===== config.mk =====
export PLATFORM = sky130hd
export DESIGN_NAME = dmem_arbiter
export DESIGN_NICKNAME = d
export VERILOG_FILES = /design/src/rtl/dmem_arbiter.sv
export SDC_FILE = /design/constraint.sdc
export NUM_CORES = 1
export LEC_CHECK = 0
export BUFFER_PORTS_ARGS = -buffer_cell sky130_fd_sc_hd__buf_2
export CAP_MARGIN = 20
export CORE_ASPECT_RATIO = 2
export CORE_UTILIZATION = 44
export DETAILED_ROUTE_END_ITERATION = 6
export GPL_ROUTABILITY_DRIVEN = 0
export GPL_TIMING_DRIVEN = 0
export PLACE_DENSITY = 0.81
export SETUP_SLACK_MARGIN = 0.5
export SLEW_MARGIN = 20
export SYNTH_ARGS = -nofsm -noshare
export SYNTH_HDL_FRONTEND = slang
export SYNTH_SLANG_ARGS = --single-unit

===== constraint.sdc =====
create_clock -name clk -period 1.7 [get_ports clk]
set_clock_uncertainty 0.05 [all_clocks]
set_input_delay 0.085 -clock clk [delete_from_list [all_inputs] [get_ports clk]]
set_output_delay 0.085 -clock clk [all_outputs]
set_load 0.01 [all_outputs]

===== src/rtl/dmem_arbiter.sv =====
// Data-memory arbiter between the CPU and a debug loader, with locked debug bursts.
// Optional round-robin contention policy: define DMEM_ARB_RR_EN.
module dmem_arbiter #(
    parameter int unsigned ADDR_W    = 8,
    parameter int unsigned DATA_W    = 32,
    parameter int unsigned MAX_BURST = 4
) (
    input  logic              clk,
    input  logic              rst,
    input  logic              cpu_req,
    input  logic              cpu_we,
    input  logic [ADDR_W-1:0] cpu_addr,
    input  logic [DATA_W-1:0] cpu_wdata,
    output logic              cpu_gnt,
    output logic              cpu_stall,
    output logic [DATA_W-1:0] cpu_rdata,
    output logic              cpu_rvalid,
    input  logic              dbg_req,
    input  logic              dbg_we,
    input  logic              dbg_lock,
    input  logic [ADDR_W-1:0] dbg_addr,
    input  logic [DATA_W-1:0] dbg_wdata,
    output logic              dbg_gnt,
    output logic [DATA_W-1:0] dbg_rdata,
    output logic              dbg_rvalid,
    output logic [ADDR_W-1:0] mem_addr,
    output logic [DATA_W-1:0] mem_wdata,
    output logic              mem_we,
    input  logic [DATA_W-1:0] mem_rdata
);

    typedef enum logic [1:0] {StIdle, StCpu, StDbg, StDbgLock} state_e;

    localparam logic [3:0] MaxCnt = 4'(MAX_BURST);

    state_e     state_q, state_d;
    logic       last_dbg_q, last_dbg_d;
    logic [3:0] burst_cnt_q, burst_cnt_d;
    logic       lock_hold;

    // Debug keeps the memory while its locked burst is live and below the limit.
    assign lock_hold = (state_q == StDbgLock) && dbg_req && dbg_lock && (burst_cnt_q < MaxCnt);
    assign cpu_stall = cpu_req & ~cpu_gnt;

    always_ff @(posedge clk) begin
        if (rst) begin
            state_q     <= StIdle;
            last_dbg_q  <= 1'b1;
            burst_cnt_q <= 4'd0;
        end else begin
            state_q     <= state_d;
            last_dbg_q  <= last_dbg_d;
            burst_cnt_q <= burst_cnt_d;
        end
    end

    always_comb begin
        state_d     = StIdle;
        last_dbg_d  = last_dbg_q;
        burst_cnt_d = 4'd0;
        if (cpu_gnt) begin
            state_d    = StCpu;
            last_dbg_d = 1'b0;
        end else if (dbg_gnt) begin
            last_dbg_d = 1'b1;
            if (dbg_lock) begin
                state_d = StDbgLock;
                // Saturate so a broken lock stays broken until the CPU gets a slot.
                burst_cnt_d = (burst_cnt_q >= MaxCnt) ? MaxCnt : burst_cnt_q + 4'd1;
            end else begin
                state_d = StDbg;
            end
        end
    end

    always_comb begin
        cpu_gnt = 1'b0;
        dbg_gnt = 1'b0;
        if (!rst) begin
            if (lock_hold) begin
                dbg_gnt = 1'b1;
            end else if (cpu_req && dbg_req) begin
`ifdef DMEM_ARB_RR_EN
                cpu_gnt = last_dbg_q;
                dbg_gnt = ~last_dbg_q;
`else
                cpu_gnt = 1'b1;
`endif
            end else begin
                cpu_gnt = cpu_req;
                dbg_gnt = dbg_req;
            end
        end
    end

    always_comb begin
        mem_addr  = '0;
        mem_wdata = '0;
        mem_we    = 1'b0;
        if (cpu_gnt) begin
            mem_addr  = cpu_addr;
            mem_wdata = cpu_wdata;
            mem_we    = cpu_we;
        end else if (dbg_gnt) begin
            mem_addr  = dbg_addr;
            mem_wdata = dbg_wdata;
            mem_we    = dbg_we;
        end
    end

    always_ff @(posedge clk) begin
        if (rst) begin
            cpu_rvalid <= 1'b0;
            dbg_rvalid <= 1'b0;
            cpu_rdata  <= '0;
            dbg_rdata  <= '0;
        end else begin
            cpu_rvalid <= cpu_gnt & ~cpu_we;
            dbg_rvalid <= dbg_gnt & ~dbg_we;
            if (cpu_gnt && !cpu_we) cpu_rdata <= mem_rdata;
            if (dbg_gnt && !dbg_we) dbg_rdata <= mem_rdata;
        end
    end

endmodule


==> impl_metrics.py, run 1 <==
metrics = {
    "clocking": {
        "cts_buffer_depth": 2,
        "root_buffer": "clkbuf_16",
        "cts_tree": "done",
        "cts-buffers-inserted": 9,
        "cts_max_level": 3,
        "clkTransAtPathRegs_ns": 0.06,
        "worstSkewPairLatency_ns": 0.33,
        "cts.sinks": 72,
    },
    "power": {
        "vdd.ir_drop.worst_uv": 532.2,
        "leakagePower_nw": 3.284,
        "p_total_mw": 4.793,
        "powerDensity_nw_per_um2": 735.8,
    },
    "timing": {
        "hold_viol_final": 0,
        "period_needed_ns": 1.884,
        "setup_viol": 42,
        "worst_pin_slew_ns": 0.6821,
        "layout_setup_ws_ns": -0.1844,
        "slew_violations": 0,
        "relSlewSlack": 0.5453,
        "period_share": 1.108,
        "max_freq_ghz": 0.5307,
        "rsz0062_at_grt": "true",
    },
    "grt": {
        "antenna_found_initial": 0,
        "gr-usage-all-layers": 0.2719,
        "grt_pass1_vias": 4146,
        "grt_max_degree": 13,
        "grt_pass1_wl_um": 18620,
        "grt_overflow_total": 0,
    },
    "placement": {
        "port_buffers": 227,
        "placedCellCount": 750,
        "dpl.hpwl_um": 9375,
        "postPlaceCellArea_sq_um": 5453,
    },
    "setup_path": {
        "rr_worst_depth": 6,
        "arrival_ns": 1.75,
        "r2r_start": "burst_cnt_q[2]",
        "start_kind": "register",
        "r2r_end": "cpu_rdata[1]",
        "crit_type": "reg2out",
        "critPathRequiredTime_ns": 1.56,
        "r2r_setup_slack_ns": 0.13,
        "slowest_stage": "dfxtp_2",
        "worstPathMaxFanout": 10,
        "critical-path-max-stage-delay_ns": 0.32,
        "path_cells": "or2_1, buf_6, o21ai_4, buf_12, buf_12, o32ai_2, buf_2",
        "setup.worst_path.end_class": "output pin",
        "cp_common_cell": "buf_12",
    },
    "min_path": {
        "worstHoldEndpoint": "cpu_rdata[29]",
        "hold_depth": 3,
        "min_path_type": "in2reg",
        "hp-start": "mem_rdata[29]",
    },
    "outcome": {
        "failed_checks": "setup timing",
        "status": "finished with violations",
    },
    "yosys": {
        "synth-adder-area-share": 0.003230,
        "synth_area_leaders": "dfxtp_1 (37%), nand2b_1 (22%), mux2i_1 (17%), o32ai_1 (9.3%), inv_1 (4.1%)",
        "synthArstFlopShare": 0,
        "yosys_warnings": 0,
        "synth_nets": 543,
        "yosys.area.top_type": "dfxtp_1",
        "yosysSeqAreaShare": 0.3721,
        "ys.flop_type": "dfxtp_1",
        "netlist.area_leader.share": 0.3721,
        "avgSynthCellArea_sq_um": 9.158,
        "syn_inst": 423,
        "synthesis.area_sq_um": 3874,
        "yosysUniqueCellTypes": 29,
        "synth_compound_gate_area_share": 0.1098,
        "synth-edff-count": 0,
        "synth_most_common_cell": "nand2b_1",
        "muxShareOfSynthArea": 0.1654,
        "synth-seq-cells": 72,
        "synth_top_family_by_area": "simple AND/OR/NAND/NOR gates",
        "synth_simple_gate_area_share": 0.2500,
        "synth-xor-area-share": 0,
        "synthTopCellsByCount": "nand2b_1 (138), dfxtp_1 (72), mux2i_1 (64), inv_1 (42), o32ai_1 (41)",
    },
    "final_layout": {
        "syn2layout_area_growth_pct": 68.15,
        "n_fill_cell": 599,
        "fin_cells": 818,
        "fin_util": 0.7585,
        "design_area_sq_um": 6514,
        "antenna_cells": 0,
        "final_nets": 833,
        "layout-drive-gt1-share": 0.4708,
    },
    "drt": {
        "drc": 0,
        "firstDrtPassIters": 4,
        "postRouteAntennaNets": 0,
        "first_iter_violations": 129,
        "vias": 4129,
        "drt_wl_total_um": 12890,
        "wl_per_cell_um": 15.76,
        "via_per_inst": 5.048,
    },
    "floorplan": {
        "die_w_um": 68.35,
        "die_h_um": 134.7,
        "rows": 48,
        "ios": 229,
        "dieArea_sq_um": 9206,
        "start_util": 0.4510,
        "core-area_sq_um": 8588,
    },
    "run": {
        "cap_viol_max_count": 0,
    },
}
critical path, delay by kind of cell, from the launching register on:
family,cells,cell delay [ns]
AOI/OAI and AO/OA,2,0.24
buffers and inverters,4,0.61
DFF,1,0.32
and+or+nand+nor,1,0.24
how the worst max path moves through the flow:
stage                               from            end  slack (ns)  cells after the start
final                     burst_cnt_q[2]  mem_wdata[13]       -0.18                      7
after global routing      burst_cnt_q[2]  mem_wdata[12]       -0.24                      7
after CTS                 burst_cnt_q[2]  mem_wdata[13]       -0.18                      7
after detailed placement  burst_cnt_q[2]  mem_wdata[23]        0.08                      6
after global placement    burst_cnt_q[2]  mem_wdata[23]        0.09                      6
after floorplan           burst_cnt_q[2]    mem_addr[5]        0.41                      5
layer usage:
| metal | track usage | routed length [um] | vias to the layer above |
|---|---|---|---|
| met4 | 0.1123 | 254 | 0 |
| met1 | 0.2355 | 4313 | 1944 |
| met2 | 0.5507 | 7728 | 165 |
| li1 | - | - | 1997 |
| met5 | 0 | 0 | - |
| met3 | 0.05152 | 596 | 23 |
flip-flops by register name, indices dropped and copies added, names as in the netlist:
register / cells
cpu_rvalid: 1
cpu_rdata: 32
burst_cnt_q: 4
state_q: 2
dbg_rvalid: 1
dbg_rdata: 32
where the power goes:
part           internal (mW)  leakage, nW  switching [mW]
sequential              1.76        0.589          0.0373
clock                   1.22        0.141           0.719
combinational          0.562         2.55           0.497
stage by stage:
| step | hold WS, ns | setup WS (ns) | setup TNS, ns |
|---|---|---|---|
| 2_1_floorplan | 0.1059 | 0.4077 | 0 |
| 3_3_place_gp | 0.2551 | 0.09496 | 0 |
| 3_5_place_dp | 0.2515 | 0.07782 | 0 |
| 4_1_cts | 0.002758 | -0.1833 | -6.649 |
| 5_1_grt | 0.002967 | -0.2386 | -8.897 |
| 6_report | 0.001169 | -0.1844 | -6.484 |
layout by cell type (no fill, tap or decap), types with 3 or more instances in the layout:
cell type	count
buf_2	229
nand2b_1	138
dfxtp_1	68
mux2i_1	64
inv_1	42
o32ai_2	30
dlygate4sd3_1	27
clkbuf_1	18
buf_6	15
buf_12	11
clkbuf_16	11
o32ai_1	9
buf_4	9
nor3_2	4
dfxtp_2	4
nor2_1	3
clkinvlp_4	3
buf_16	3
area by class of cell:
type | count | area, sq um | share of cell area
Timing Repair Buffer | 279 | 1752 | 0.2689
Multi-Input combinational cell | 272 | 2382 | 0.3657
Clock inverter | 4 | 52.55 | 0.008068
Tap cell | 100 | 125.1 | 0.01921
Sequential cell | 72 | 1446 | 0.2221
Inverter | 42 | 157.7 | 0.02420
Buffer | 37 | 341.6 | 0.05244
Clock buffer | 12 | 256.5 | 0.03938
cell families after synthesis:
kind of cell / count (synthesis)
and+or+nand+nor: 157
other: 1
DFF: 72
muxes: 64
AOI/OAI and AO/OA: 49
adders and majority gates: 1
buffers and inverters: 79
repair_timing:
item / CTS / global route
pin swaps: 3 / 5
gates resized for setup: 26 / 18
hold buffers: 27 / 0
hold endpoints to repair: 38 / 0
endpoints found under the setup margin: 108 / 114
buffers inserted: 11 / 9
cloned: 3 / 2
Note: power is estimated with default switching activity, not from simulation.
==> inputs of run 2 (changes only) <==
- ABC_AREA: unset -> 1
- CORE_UTILIZATION: 44 -> 43
- CTS_CLUSTER_DIAMETER: unset -> 150
==> impl_metrics.py, run 2 <==
metrics = {
    "outcome": {
        "status": "finished with violations",
        "failed_checks": "setup timing",
    },
    "clocking": {
        "worstSkewPairLatency_ns": 0.34,
        "cts_tree": "done",
        "cts.sinks": 72,
        "cts-buffers-inserted": 9,
        "cts_buffer_depth": 2,
        "clkTransAtPathRegs_ns": 0.06,
        "root_buffer": "clkbuf_16",
        "cts_max_level": 3,
    },
    "yosys": {
        "synth_most_common_cell": "nand2_1",
        "ys.flop_type": "dfxtp_1",
        "synthesis.area_sq_um": 3651,
        "muxShareOfSynthArea": 0,
        "yosysSeqAreaShare": 0.3948,
        "synth_area_leaders": "dfxtp_1 (39%), nand2_1 (26%), nand4_1 (11%), inv_1 (7.2%), nor2_1 (7.0%)",
        "synth_compound_gate_area_share": 0.004112,
        "syn_inst": 586,
        "avgSynthCellArea_sq_um": 6.230,
        "synth-adder-area-share": 0.003427,
        "yosysUniqueCellTypes": 24,
        "synth_top_family_by_area": "simple AND/OR/NAND/NOR gates",
        "yosys_warnings": 0,
        "yosys.area.top_type": "dfxtp_1",
        "synthTopCellsByCount": "nand2_1 (253), dfxtp_1 (72), inv_1 (70), nor2_1 (68), nand4_1 (65)",
        "synthArstFlopShare": 0,
        "netlist.area_leader.share": 0.3948,
        "synth_simple_gate_area_share": 0.4671,
        "synth-edff-count": 0,
        "synth-seq-cells": 72,
        "synth-xor-area-share": 0,
        "synth_nets": 706,
    },
    "grt": {
        "grt_max_degree": 14,
        "grt_pass1_wl_um": 23110,
        "grt_overflow_total": 0,
        "grt_pass1_vias": 4806,
        "antenna_found_initial": 0,
        "gr-usage-all-layers": 0.3527,
    },
    "setup_path": {
        "worstPathMaxFanout": 9,
        "start_kind": "register",
        "crit_type": "reg2out",
        "arrival_ns": 1.67,
        "critPathRequiredTime_ns": 1.56,
        "setup.worst_path.end_class": "output pin",
    },
    "power": {
        "vdd.ir_drop.worst_uv": 685.7,
        "leakagePower_nw": 3.622,
        "powerDensity_nw_per_um2": 743.2,
    },
    "final_layout": {
        "n_fill_cell": 515,
        "antenna_cells": 0,
        "final_nets": 1017,
        "multi_input_area_sq_um": 2027,
        "layout_commonest_cell": "buf_2",
        "ff_latch_area_sq_um": 1446,
        "layout-drive-gt1-share": 0.4357,
        "fin_cells": 1000,
        "syn2layout_area_growth_pct": 81.73,
        "most-common-layout-cells": "buf_2 (217), nand2_1 (194), inv_1 (69)",
        "reg.largest.list": "cpu_rdata: 32 flops, dbg_rdata: 32 flops, burst_cnt_q: 4 flops",
    },
    "drt": {
        "postRouteAntennaNets": 0,
        "vias": 5115,
        "wl_per_cell_um": 16.89,
        "drt_wl_total_um": 16890,
        "via_per_inst": 5.115,
        "first_iter_violations": 256,
        "firstDrtPassIters": 5,
        "drc": 0,
    },
    "floorplan": {
        "die_h_um": 132.3,
        "dieArea_sq_um": 8885,
        "core-area_sq_um": 8233,
        "die_w_um": 67.16,
        "ios": 229,
        "start_util": 0.4435,
        "rows": 47,
    },
    "timing": {
        "hold_viol_final": 0,
        "layout_setup_ws_ns": -0.1033,
        "period_share": 1.061,
        "setup_viol": 40,
        "period_needed_ns": 1.803,
        "max_freq_ghz": 0.5545,
        "whs_ns": 0.02597,
        "rsz0062_at_grt": "true",
        "slew_violations": 0,
    },
    "placement": {
        "placedCellCount": 912,
        "port_buffers": 228,
        "dpl.hpwl_um": 10840,
    },
    "run": {
        "cap_viol_max_count": 0,
    },
    "min_path": {
        "min_path_type": "in2reg",
    },
}
==> run 2: kinds of logic after synthesis <==
logic type / count (synthesis)
AND/OR/NAND/NOR: 396
buffers and inverters: 113
flip-flops: 72
AO/OA/AOI/OAI: 3
adder cells (fa/ha/maj): 1
other: 1
==> run 2: critical path: stages, from the launching register on <==
cell and delay [ns]:
dfxtp_2 0.33, nor2_4 0.18, nand2_4 0.11, nand2_4 0.09, nor2_4 0.05, buf_12 0.14, buf_6 0.13, nand2_1 0.10
nand2_2 0.07, buf_6 0.13
==> run 2: path summary, 6_finish.rpt <==
kind	start	to	slack, ns	depth (start not counted)
worst min-delay path	dbg_lock	burst_cnt_q[1]	0.03	3
worst max register to register	state_q[0]	cpu_rdata[3]	0.01	12
worst min register to register	burst_cnt_q[0]	burst_cnt_q[0]	0.41	1
worst max-delay path	burst_cnt_q[3]	mem_wdata[1]	-0.10	9
==> run 2: area by class of cell <==
class	instances	share of cell area
sequential	72	0.2180
inverter	73	0.04394
timing repair inverter	1	0.0009429
tap	98	0.01848
buffer	40	0.04997
clock inverter	7	0.01452
multi-input combinational	401	0.3055
clock buffer	9	0.03394
timing repair buffer	299	0.3147
==> run 2: where the power goes <==
part | leakage, nW | switching, mW | internal, mW
clock | 0.148 | 0.763 | 1.28
combinational | 2.88 | 0.573 | 0.501
sequential | 0.589 | 0.0447 | 1.77
total | 3.62 | 1.38 | 3.55
==> run 2: routing by layer <==
metal	wire [um]	vias up	global-route usage
li1	-	2420	-
met1	5265	2302	0.3094
met2	8679	321	0.6333
met3	2032	72	0.1566
met4	913	0	0.1844
met5	0	-	0
==> run 2: per-stage QoR <==
stage	total power [mW]	util	cell area (sq um)	setup TNS [ns]	worst slack (ns)
global route	5.072	0.8059	6635	-5.255	-0.1684
detailed placement	2.589	0.5980	4923	0	0.1892
global placement	2.579	0.5980	4923	0	0.1915
floorplan	2.196	-	3660	0	0.4875
CTS	4.826	0.7637	6287	-0.9225	-0.04617
finish	4.932	0.8059	6635	-2.593	-0.1033
==> run 2: timing repair <==
| item | CTS | global route |
|---|---|---|
| setup buffers | 14 | 11 |
| gates resized for setup | 149 | 61 |
| hold buffers | 33 | 0 |
| endpoints found under the hold margin | 63 | 0 |
| endpoints found under the setup margin | 106 | 114 |
| cloned | 12 | 2 |
| pin swaps | 20 | 13 |
==> inputs of run 3 (changes only) <==
- CORE_UTILIZATION: 43 -> 45
- PLACE_DENSITY: 0.81 -> 0.84
- clock period: 1.7 -> 2.1 ns (I/O delays scaled with it)
==> impl_metrics.py, run 3 (synthesized netlist as in run 2, its figures left out) <==
metrics = {
    "outcome": {
        "status": "completed",
    },
    "setup_path": {
        "r2r_start": "burst_cnt_q[2]",
        "path_cells": "nand2_2, nor2_4, nand2_4, nand2_4, nor2_4, buf_6, buf_8, nand2_2, nand2_2, buf_6",
        "r2r_end": "dbg_rdata[30]",
        "cp_common_cell": "nand2_2",
        "crit_type": "reg2out",
        "slowest_stage": "dfxtp_2",
        "critPathRequiredTime_ns": 1.95,
        "r2r_setup_slack_ns": 0.54,
        "arrival_ns": 1.65,
        "crit_path_start": "state_q[0]",
        "rr_worst_depth": 9,
        "critical_path_buf_inv_count": 3,
        "endpoint": "mem_wdata[0]",
        "start_kind": "register",
        "critical-path-max-stage-delay_ns": 0.31,
        "worstPathMaxFanout": 6,
        "crit_family": "simple AND/OR/NAND/NOR gates",
        "cp_num_cells": 10,
        "setup.worst_path.end_class": "output pin",
    },
    "clocking": {
        "clkTransAtPathRegs_ns": 0.05,
        "cts.sinks": 72,
        "worstSkewPairLatency_ns": 0.33,
        "root_buffer": "clkbuf_16",
        "cts_max_level": 3,
        "cts-buffers-inserted": 9,
        "cts_buffer_depth": 2,
        "cts_tree": "done",
    },
    "floorplan": {
        "core-area_sq_um": 7885,
        "ios": 229,
        "start_util": 0.4630,
        "dieArea_sq_um": 8499,
        "rows": 46,
        "die_h_um": 129.4,
        "die_w_um": 65.69,
    },
    "grt": {
        "gr-usage-all-layers": 0.3412,
        "grt_max_degree": 11,
        "grt_pass1_wl_um": 21750,
        "grt_overflow_total": 0,
        "antenna_found_initial": 0,
        "grt_pass1_vias": 4432,
    },
    "placement": {
        "postPlaceCellArea_sq_um": 4912,
        "dpl.hpwl_um": 10860,
        "port_buffers": 228,
        "dpl_worst_slack_ns": 0.5489,
    },
    "timing": {
        "layout_setup_ws_ns": 0.2945,
        "hold_viol_final": 0,
        "slew_violations": 0,
        "setup_tns_ns": 0,
        "setup_viol": 0,
        "period_needed_ns": 1.805,
        "period_share": 0.8598,
        "max_freq_ghz": 0.5539,
        "rsz0062_at_grt": "true",
    },
    "power": {
        "p_total_mw": 3.688,
        "powerDensity_nw_per_um2": 601.9,
        "leakagePower_nw": 3.442,
        "vdd.ir_drop.worst_uv": 512.6,
    },
    "final_layout": {
        "design_area_sq_um": 6127,
        "antenna_cells": 0,
        "layout-drive-gt1-share": 0.4179,
        "layout_commonest_cell": "buf_2",
        "reg.largest.list": "cpu_rdata: 32 flops, dbg_rdata: 32 flops, burst_cnt_q: 4 flops",
        "most-common-layout-cells": "buf_2 (217), nand2_1 (196), inv_1 (70)",
        "final_nets": 988,
        "syn2layout_area_growth_pct": 67.82,
        "fin_util": 0.7771,
    },
    "drt": {
        "wl_per_cell_um": 15.49,
        "first_iter_violations": 383,
        "via_per_inst": 5.102,
        "drc": 0,
        "drt_wl_total_um": 14980,
        "firstDrtPassIters": 5,
        "vias": 4934,
        "postRouteAntennaNets": 0,
    },
    "min_path": {
        "min_path_type": "in2reg",
    },
    "run": {
        "cap_viol_max_count": 0,
    },
}
==> run 3: worst reg2reg max path, cell delays in order (launching register included) <==
cell and delay (ns):
dfxtp_2 0.33, nor2_4 0.17, nand2_4 0.12, nand2_8 0.09, buf_4 0.10, buf_4 0.15
nand3_4 0.11, buf_2 0.21, nand2_1 0.08, nand2_1 0.05
==> run 3: layer usage <==
layer  routed length [um]  part of all wire  global-route usage  vias up
li1                     -                 -                   -     2362
met1                 5030              0.34              0.3594     2208
met2                 7908              0.53              0.6218      318
met3                 1460             0.097             0.07042       46
met4                  582             0.039              0.1637        0
met5                    0                 0                   0        -
==> run 3: timing repair <==
item                                   CTS  global route
hold buffers                            23             0
endpoints found under the hold margin   40             0
resized for setup                      127            49
setup endpoints to repair               44            52
gates cloned                             6             0
setup buffers                           11             3
pin swaps                               37            16
==> run 3: worst min-delay path by stage <==
stage,from,cells after the start,to
final,mem_rdata[27],3,cpu_rdata[27]
after global routing,mem_rdata[27],3,cpu_rdata[27]
after CTS,mem_rdata[27],3,cpu_rdata[27]
after detailed placement,mem_rdata[19],3,cpu_rdata[19]
after global placement,mem_rdata[22],3,cpu_rdata[22]
after floorplan,mem_rdata[0],2,cpu_rdata[0]
==> run 3: through the flow <==
stage,std cells,hold WS (ns)
2_1_floorplan,586,0.2032
3_3_place_gp,910,0.3120
3_5_place_dp,910,0.3159
4_1_cts,964,0.001624
5_1_grt,967,0.02009
6_report,967,0.01313
==> run 3: report_power, final <==
part	switching, mW	internal (mW)
clock network	0.537	0.884
registers	0.0360	1.43
logic	0.440	0.361
total	1.01	2.68
==> run 3: area by class of cell <==
type,instances,area [sq um]
Sequential cell,72,1446
Tap cell,96,120.1
Multi-Input combinational cell,401,1982
Fill cell,560,1758
Clock buffer,14,274.0
Timing Repair Buffer,271,1759
Inverter,73,286.5
Buffer,40,259.0
